**src/rtl/keypad_scan_if.sv**
```systemverilog
// Keypad matrix signal bundle: rows in, column drive and key results out.
// The scanner takes the master modport, the keypad/consumer side the slave modport.
interface keypad_scan_if;
    logic [3:0] row;
    logic [3:0] col;
    logic [3:0] KEY;
    logic       key_valid;
    logic       key_held;

    modport master (
        input  row,
        output col,
        output KEY,
        output key_valid,
        output key_held
    );

    modport slave (
        output row,
        input  col,
        input  KEY,
        input  key_valid,
        input  key_held
    );
endinterface

```
**src/rtl/keypad_scan.sv**
```systemverilog
// 4x4 keypad scanner with whole-scan debounce and multi-key rejection.
// Define KEYPAD_SYNC_EN to route the row inputs through a two-flop synchronizer.
module keypad_scan #(
    parameter int DWELL        = 1000,
    parameter int STABLE_SCANS = 4
) (
    input logic           clk,
    input logic           rst,
    keypad_scan_if.master kp
);

    localparam int DW = $clog2(DWELL);
    localparam int SW = $clog2(STABLE_SCANS + 1);
    localparam logic [DW-1:0] DWELL_LAST = DW'(DWELL - 1);
    localparam logic [SW-1:0] STABLE_N   = SW'(STABLE_SCANS);
    // bit 4 marks a single-key code; all-zero means no key
    localparam logic [4:0] RES_NONE = 5'd0;

    typedef enum logic [1:0] {COL0, COL1, COL2, COL3} col_e;

    col_e          col_q, col_d;
    logic [DW-1:0] dwell_q, dwell_d;
    logic [1:0]    hits_q, hits_d;
    logic [3:0]    code_q, code_d;
    logic [4:0]    prev_q, prev_d;
    logic [4:0]    acc_q, acc_d;
    logic [SW-1:0] stab_q, stab_d;
    logic [3:0]    key_q, key_d;
    logic          valid_q, valid_d;
    logic          held_q, held_d;
    logic [3:0]    row_s;

`ifdef KEYPAD_SYNC_EN
    logic [3:0] sync1_q, sync2_q;

    always_ff @(posedge clk or posedge rst) begin
        if (rst) begin
            sync1_q <= 4'hF;
            sync2_q <= 4'hF;
        end else begin
            sync1_q <= kp.row;
            sync2_q <= sync1_q;
        end
    end

    assign row_s = sync2_q;
`else
    assign row_s = kp.row;
`endif

    function automatic logic [3:0] key_code(logic [1:0] r, logic [1:0] c);
        logic [3:0] k;
        case ({r, c})
            4'b0000: k = 4'h1;
            4'b0001: k = 4'h2;
            4'b0010: k = 4'h3;
            4'b0011: k = 4'hA;
            4'b0100: k = 4'h4;
            4'b0101: k = 4'h5;
            4'b0110: k = 4'h6;
            4'b0111: k = 4'hB;
            4'b1000: k = 4'h7;
            4'b1001: k = 4'h8;
            4'b1010: k = 4'h9;
            4'b1011: k = 4'hC;
            4'b1100: k = 4'h0;
            4'b1101: k = 4'hF;
            4'b1110: k = 4'hE;
            default: k = 4'hD;
        endcase
        return k;
    endfunction

    always_ff @(posedge clk or posedge rst) begin
        if (rst) begin
            col_q   <= COL0;
            dwell_q <= '0;
            hits_q  <= '0;
            code_q  <= '0;
            prev_q  <= RES_NONE;
            acc_q   <= RES_NONE;
            stab_q  <= '0;
            key_q   <= '0;
            valid_q <= 1'b0;
            held_q  <= 1'b0;
        end else begin
            col_q   <= col_d;
            dwell_q <= dwell_d;
            hits_q  <= hits_d;
            code_q  <= code_d;
            prev_q  <= prev_d;
            acc_q   <= acc_d;
            stab_q  <= stab_d;
            key_q   <= key_d;
            valid_q <= valid_d;
            held_q  <= held_d;
        end
    end

    logic [3:0]    hit;
    logic [2:0]    n_hit;
    logic [2:0]    tot;
    logic [1:0]    r_idx;
    logic [1:0]    base_hits;
    logic [3:0]    base_code;
    logic [4:0]    res;
    logic          same;
    logic [SW-1:0] stab_n;
    logic          sample;

    always_comb begin
        col_d     = col_q;
        dwell_d   = dwell_q + DW'(1);
        hits_d    = hits_q;
        code_d    = code_q;
        prev_d    = prev_q;
        acc_d     = acc_q;
        stab_d    = stab_q;
        key_d     = key_q;
        valid_d   = 1'b0;
        held_d    = held_q;
        res       = RES_NONE;
        same      = 1'b0;
        stab_n    = stab_q;
        r_idx     = 2'd0;
        hit       = ~row_s;
        n_hit     = 3'(hit[0]) + 3'(hit[1]) + 3'(hit[2]) + 3'(hit[3]);
        sample    = (dwell_q == DWELL_LAST);
        base_hits = (col_q == COL0) ? 2'd0 : hits_q;
        base_code = (col_q == COL0) ? 4'd0 : code_q;
        tot       = 3'(base_hits) + n_hit;

        for (int i = 3; i >= 0; i--) begin
            if (hit[i]) r_idx = 2'(i);
        end

        if (sample) begin
            dwell_d = '0;
            unique case (col_q)
                COL0: col_d = COL1;
                COL1: col_d = COL2;
                COL2: col_d = COL3;
                COL3: col_d = COL0;
            endcase
            // hit count saturates at 2: anything above one key is rejected
            hits_d = (tot >= 3'd2) ? 2'd2 : tot[1:0];
            code_d = (n_hit == 3'd1) ? key_code(r_idx, col_q) : base_code;

            if (col_q == COL3) begin
                res    = (hits_d == 2'd1) ? {1'b1, code_d} : RES_NONE;
                same   = (res == prev_q);
                if (!same) stab_n = SW'(1);
                else if (stab_q != STABLE_N) stab_n = stab_q + SW'(1);
                prev_d = res;
                stab_d = stab_n;
                if (stab_n == STABLE_N && !(same && stab_q == STABLE_N)) begin
                    acc_d = res;
                    if (!res[4]) begin
                        held_d = 1'b0;
                    end else if (res != acc_q) begin
                        key_d   = res[3:0];
                        valid_d = 1'b1;
                        held_d  = 1'b1;
                    end
                end
            end
        end
    end

    always_comb begin
        unique case (col_q)
            COL0: kp.col = 4'b1110;
            COL1: kp.col = 4'b1101;
            COL2: kp.col = 4'b1011;
            COL3: kp.col = 4'b0111;
        endcase
    end

    assign kp.KEY       = key_q;
    assign kp.key_valid = valid_q;
    assign kp.key_held  = held_q;

endmodule

```
**src/flat_wrapper.sv**
```systemverilog
// flat-port wrapper written by rule: the top's interface ports become plain ports
module keypad_scan_flat 
#(
    parameter int DWELL        = 1000,
    parameter int STABLE_SCANS = 4
)
  (clk, rst, kp_row, kp_col, kp_KEY, kp_key_valid, kp_key_held);
  keypad_scan_if kp_i ();
  input logic clk;
  input logic rst;
  input wire logic [$bits(kp_i.row)-1:0] kp_row;
  output wire logic [$bits(kp_i.col)-1:0] kp_col;
  output wire logic [$bits(kp_i.KEY)-1:0] kp_KEY;
  output wire logic [$bits(kp_i.key_valid)-1:0] kp_key_valid;
  output wire logic [$bits(kp_i.key_held)-1:0] kp_key_held;
  assign kp_i.row = kp_row;
  assign kp_col = kp_i.col;
  assign kp_KEY = kp_i.KEY;
  assign kp_key_valid = kp_i.key_valid;
  assign kp_key_held = kp_i.key_held;
  keypad_scan #(.DWELL(DWELL), .STABLE_SCANS(STABLE_SCANS)) u_core (.clk(clk), .rst(rst), .kp(kp_i));
endmodule
```
**config.mk**
```make
export PLATFORM = sky130hd
export DESIGN_NAME = keypad_scan_flat
export DESIGN_NICKNAME = d
export VERILOG_FILES = /design/src/rtl/keypad_scan_if.sv /design/src/rtl/keypad_scan.sv /design/src/flat_wrapper.sv
export SDC_FILE = /design/constraint.sdc
export NUM_CORES = 1
export LEC_CHECK = 0
export BUFFER_PORTS_ARGS = -buffer_cell sky130_fd_sc_hd__buf_2
export CORE_MARGIN = 4
export CORE_UTILIZATION = 35
export DETAILED_ROUTE_END_ITERATION = 12
export PLACE_DENSITY_LB_ADDON = 0.05
export SLEW_MARGIN = 20
export SYNTH_ARGS = -nofsm -noshare
export SYNTH_HDL_FRONTEND = slang
export SYNTH_SLANG_ARGS = --single-unit
```
**constraint.sdc**
```tcl
create_clock -name clk -period 10.8 [get_ports clk]
set_clock_uncertainty 0.2 [all_clocks]
set_input_delay 3.24 -clock clk [delete_from_list [all_inputs] [get_ports clk]]
set_output_delay 3.24 -clock clk [all_outputs]
set_load 0.005 [all_outputs]
```
==> results.cfg <==
[routing]
top_layer_used = met4
avgViaCountPerCell = 5.05
m1WireLength_um = 2480
wl_met3_um = 107
first_pass_iters = 4
drc = 0
dr_wl_met2_um = 2090
wl_per_cell_um = 14.5
drt_iter0_drc = 71
drtAntennaViolNets = 0
routed_wl_um = 4740
num_vias = 1646

[setup_path]
crit_fanout = 10
crit_type = in2reg
path_buf_inv = 3
crit_chain = buf_2 > inv_1 > ha_1 > fa_1 > ha_1 > inv_1 > fa_1 > xor2_1 > nand3_1 > o21ai_0 > o21ai_0 > nor4_2 > nand3_1 > a2111oi_4 > mux2_2
critical_path.max_stage_delay_ns = 0.53
cp-end-kind = flop
crit_slowest_cell = fa_1
required_ns = 10.78
cp_top_family = adder cells
crit_arrival_ns = 7.34
startpoint_type = primary input

[clock_network]
numCtsBuffers = 5
post_cts_buffers = 0
cts_tree = yes
cts_resized = 0
clk_latency_ns = 0.29
cts_num_sinks = 37
ctsHtreeMaxLevel = 2
root_buffer = clkbuf_8
clk_path_buf_depth = 2
ctsHoldBuffers = 0
path_clk_slew_ns = 0.08

[synth]
yosys.area.top_type = dfrtp_1
async_flop_share = 1.00
avgSynthCellArea_um2 = 9.74
ys_top_cells_by_area = dfrtp_1, ha_1, mux2_2, o21ai_0, nand2_1
synth.distinct_cells = 46
synth_commonest_cells = dfrtp_1, nand2_1, inv_1
ys.flop_type = dfrtp_1
synth_seq_area_share = 0.411
synth.most_common_cell = dfrtp_1
syn_area_mm2 = 0.00225
yosys_register_bits = 37
postSynthCellCount = 231
syn-num-nets = 252
synth_top_area_frac = 0.411
synth_edf_count = 0
yosys_warnings = 0

[final_layout]
drive_gt1_frac = 0.155
seq_area_um2 = 926
antennaDiodeCount = 0
fin_area_mm2 = 0.00255
multi_input_area_mm2 = 0.00123
nets = 271
fill_cells = 597
syn2layout_area_growth_pct = 13.2

[grt]
grt-ovfl-total = 0
grtUsageTotal = 0.135
antenna_found_initial = 0
grt_pass1_vias = 1582
grt_pass1_wl_um = 8050
grt_max_degree = 38

[timing]
period_minus_slack_ns = 7.36
hold_slack_ns = 0.285
setup_ws_ns = 3.44
setup_tns_ns = 0
fmax_ghz = 0.136
worstMarginPinSlew_ns = 0.757
final_hold_viol_count = 0
fin_crit_sh = 0.682
setup_violations = 0
relSlewSlack = 0.496
slew_violations = 0
rsz0062_at_grt = no

[floorplan]
rows = 28
core_mm2 = 0.00610
die_y_um = 88.2
die_w_um = 88.2
initial_core_util = 0.369
die-area_mm2 = 0.00778
io_pins = 16

[min_path]
holdCritPathClass = reg2reg

[place]
place_congestion = 0.747
hpwl_um = 3540
port_buffers = 15
dpl_cell_area_mm2 = 0.00241
dp_slack_ns = 3.12

[power_and_ir_drop]
comb_power_share = 0.108
power_uw = 320
p_clk_frac = 0.460
seqPwrFrac = 0.432
power_density_mw_per_mm2 = 126
power.internal_uw = 243
swShare = 0.241
cellLeakagePower_nw = 1.14
ir_drop_uv = 70.3
switchingPower_uw = 77.2

[status]
status = complete, no violations

[flow_run]
cap_violations = 0
==> final timing paths <==
kind,start,to,slack (ns),cells past startpoint
worst max-delay path,kp_row[0],u_core.kp.KEY[2],3.44,15
worst min register to register,u_core.dwell_q[0],u_core.dwell_q[0],0.28,1
max in group asynchronous,rst,u_core.prev_q[2],7.21,3
worst min-delay path,u_core.dwell_q[0],u_core.dwell_q[0],0.28,1
min in group asynchronous,rst,u_core.dwell_q[4],2.84,3
worst max register to register,u_core.col_q[0],u_core.kp.KEY[2],6.34,14
==> per-layer routing <==
| layer | vias to the layer above | GRT usage |
|---|---|---|
| met5 | - | 0 |
| met4 | 0 | 0.0495 |
| met3 | 8 | 0.0254 |
| met2 | 14 | 0.202 |
| met1 | 759 | 0.193 |
| li1 | 865 | - |
==> flip-flops by register name (all words and copies together) (netlist names) <==
register and flops:
u_core.dwell_q 10, u_core.acc_q 5, u_core.prev_q 5, u_core.code_q 4, u_core.kp.KEY 4, u_core.stab_q 3
u_core.col_q 2, u_core.hits_q 2, u_core.kp.key_held 1, u_core.kp.key_valid 1
==> metrics by stage <==
step,util,cells
4_1_cts,0.418,326
5_1_grt,0.418,326
2_1_floorplan,-,231
6_report,0.418,326
3_3_place_gp,0.396,318
3_5_place_dp,0.396,318
==> cell usage in the layout, fill, tap and decap left out, types with 7 or more instances in the layout <==
| master | Yosys | final |
|---|---|---|
| nor2b_1 | 7 | 7 |
| nand3_1 | 8 | 8 |
| a21oi_1 | 7 | 7 |
| dfrtp_1 | 37 | 37 |
| nor2_1 | 14 | 14 |
| inv_1 | 20 | 20 |
| buf_2 | 1 | 15 |
| mux2_2 | 10 | 10 |
| ha_1 | 13 | 13 |
| o21ai_0 | 18 | 18 |
| nand2_1 | 24 | 24 |
==> power by group through the flow <==
stage / clock (mW) / sequential (mW) / combinational (mW)
2_1_floorplan: 0 / 0.141 / 0.0256
3_3_place_gp: 0 / 0.141 / 0.0352
3_5_place_dp: 0 / 0.141 / 0.0348
4_1_cts: 0.152 / 0.138 / 0.0349
5_1_grt: 0.156 / 0.138 / 0.0388
6_report: 0.147 / 0.138 / 0.0345
==> final cells by class <==
type,instances,share of cell area
clock inverters,3,0.0270
inverters,20,0.0295
repair buffers,16,0.0324
flip-flops and latches,37,0.363
clock buffers,5,0.0270
well taps,75,0.0368
multi-input cells,170,0.484
==> worst reg2reg max path, delay by kind of cell, from the launching register on <==
kind | cells | cell delay [ns]
adder cells (fa/ha/maj) | 3 | 0.95
AO/OA/AOI/OAI | 3 | 0.80
AND/OR/NAND/NOR | 4 | 1.11
XOR/XNOR | 1 | 0.22
flip-flops | 1 | 0.47
buffers and inverters | 2 | 0.21
multiplexers | 1 | 0.39
==> cells by family (layout without fill, tap and decap cells) <==
logic type	after synthesis	in the layout	synth area share
mux	15	15	0.0723
simple gates	81	81	0.191
compound gates	48	48	0.152
fa+ha+maj	15	15	0.0901
xor+xnor	11	11	0.0428
flops	37	37	0.411
buf+inv	24	44	0.0406
No activity file was read; power rests on OpenSTA's default activity.
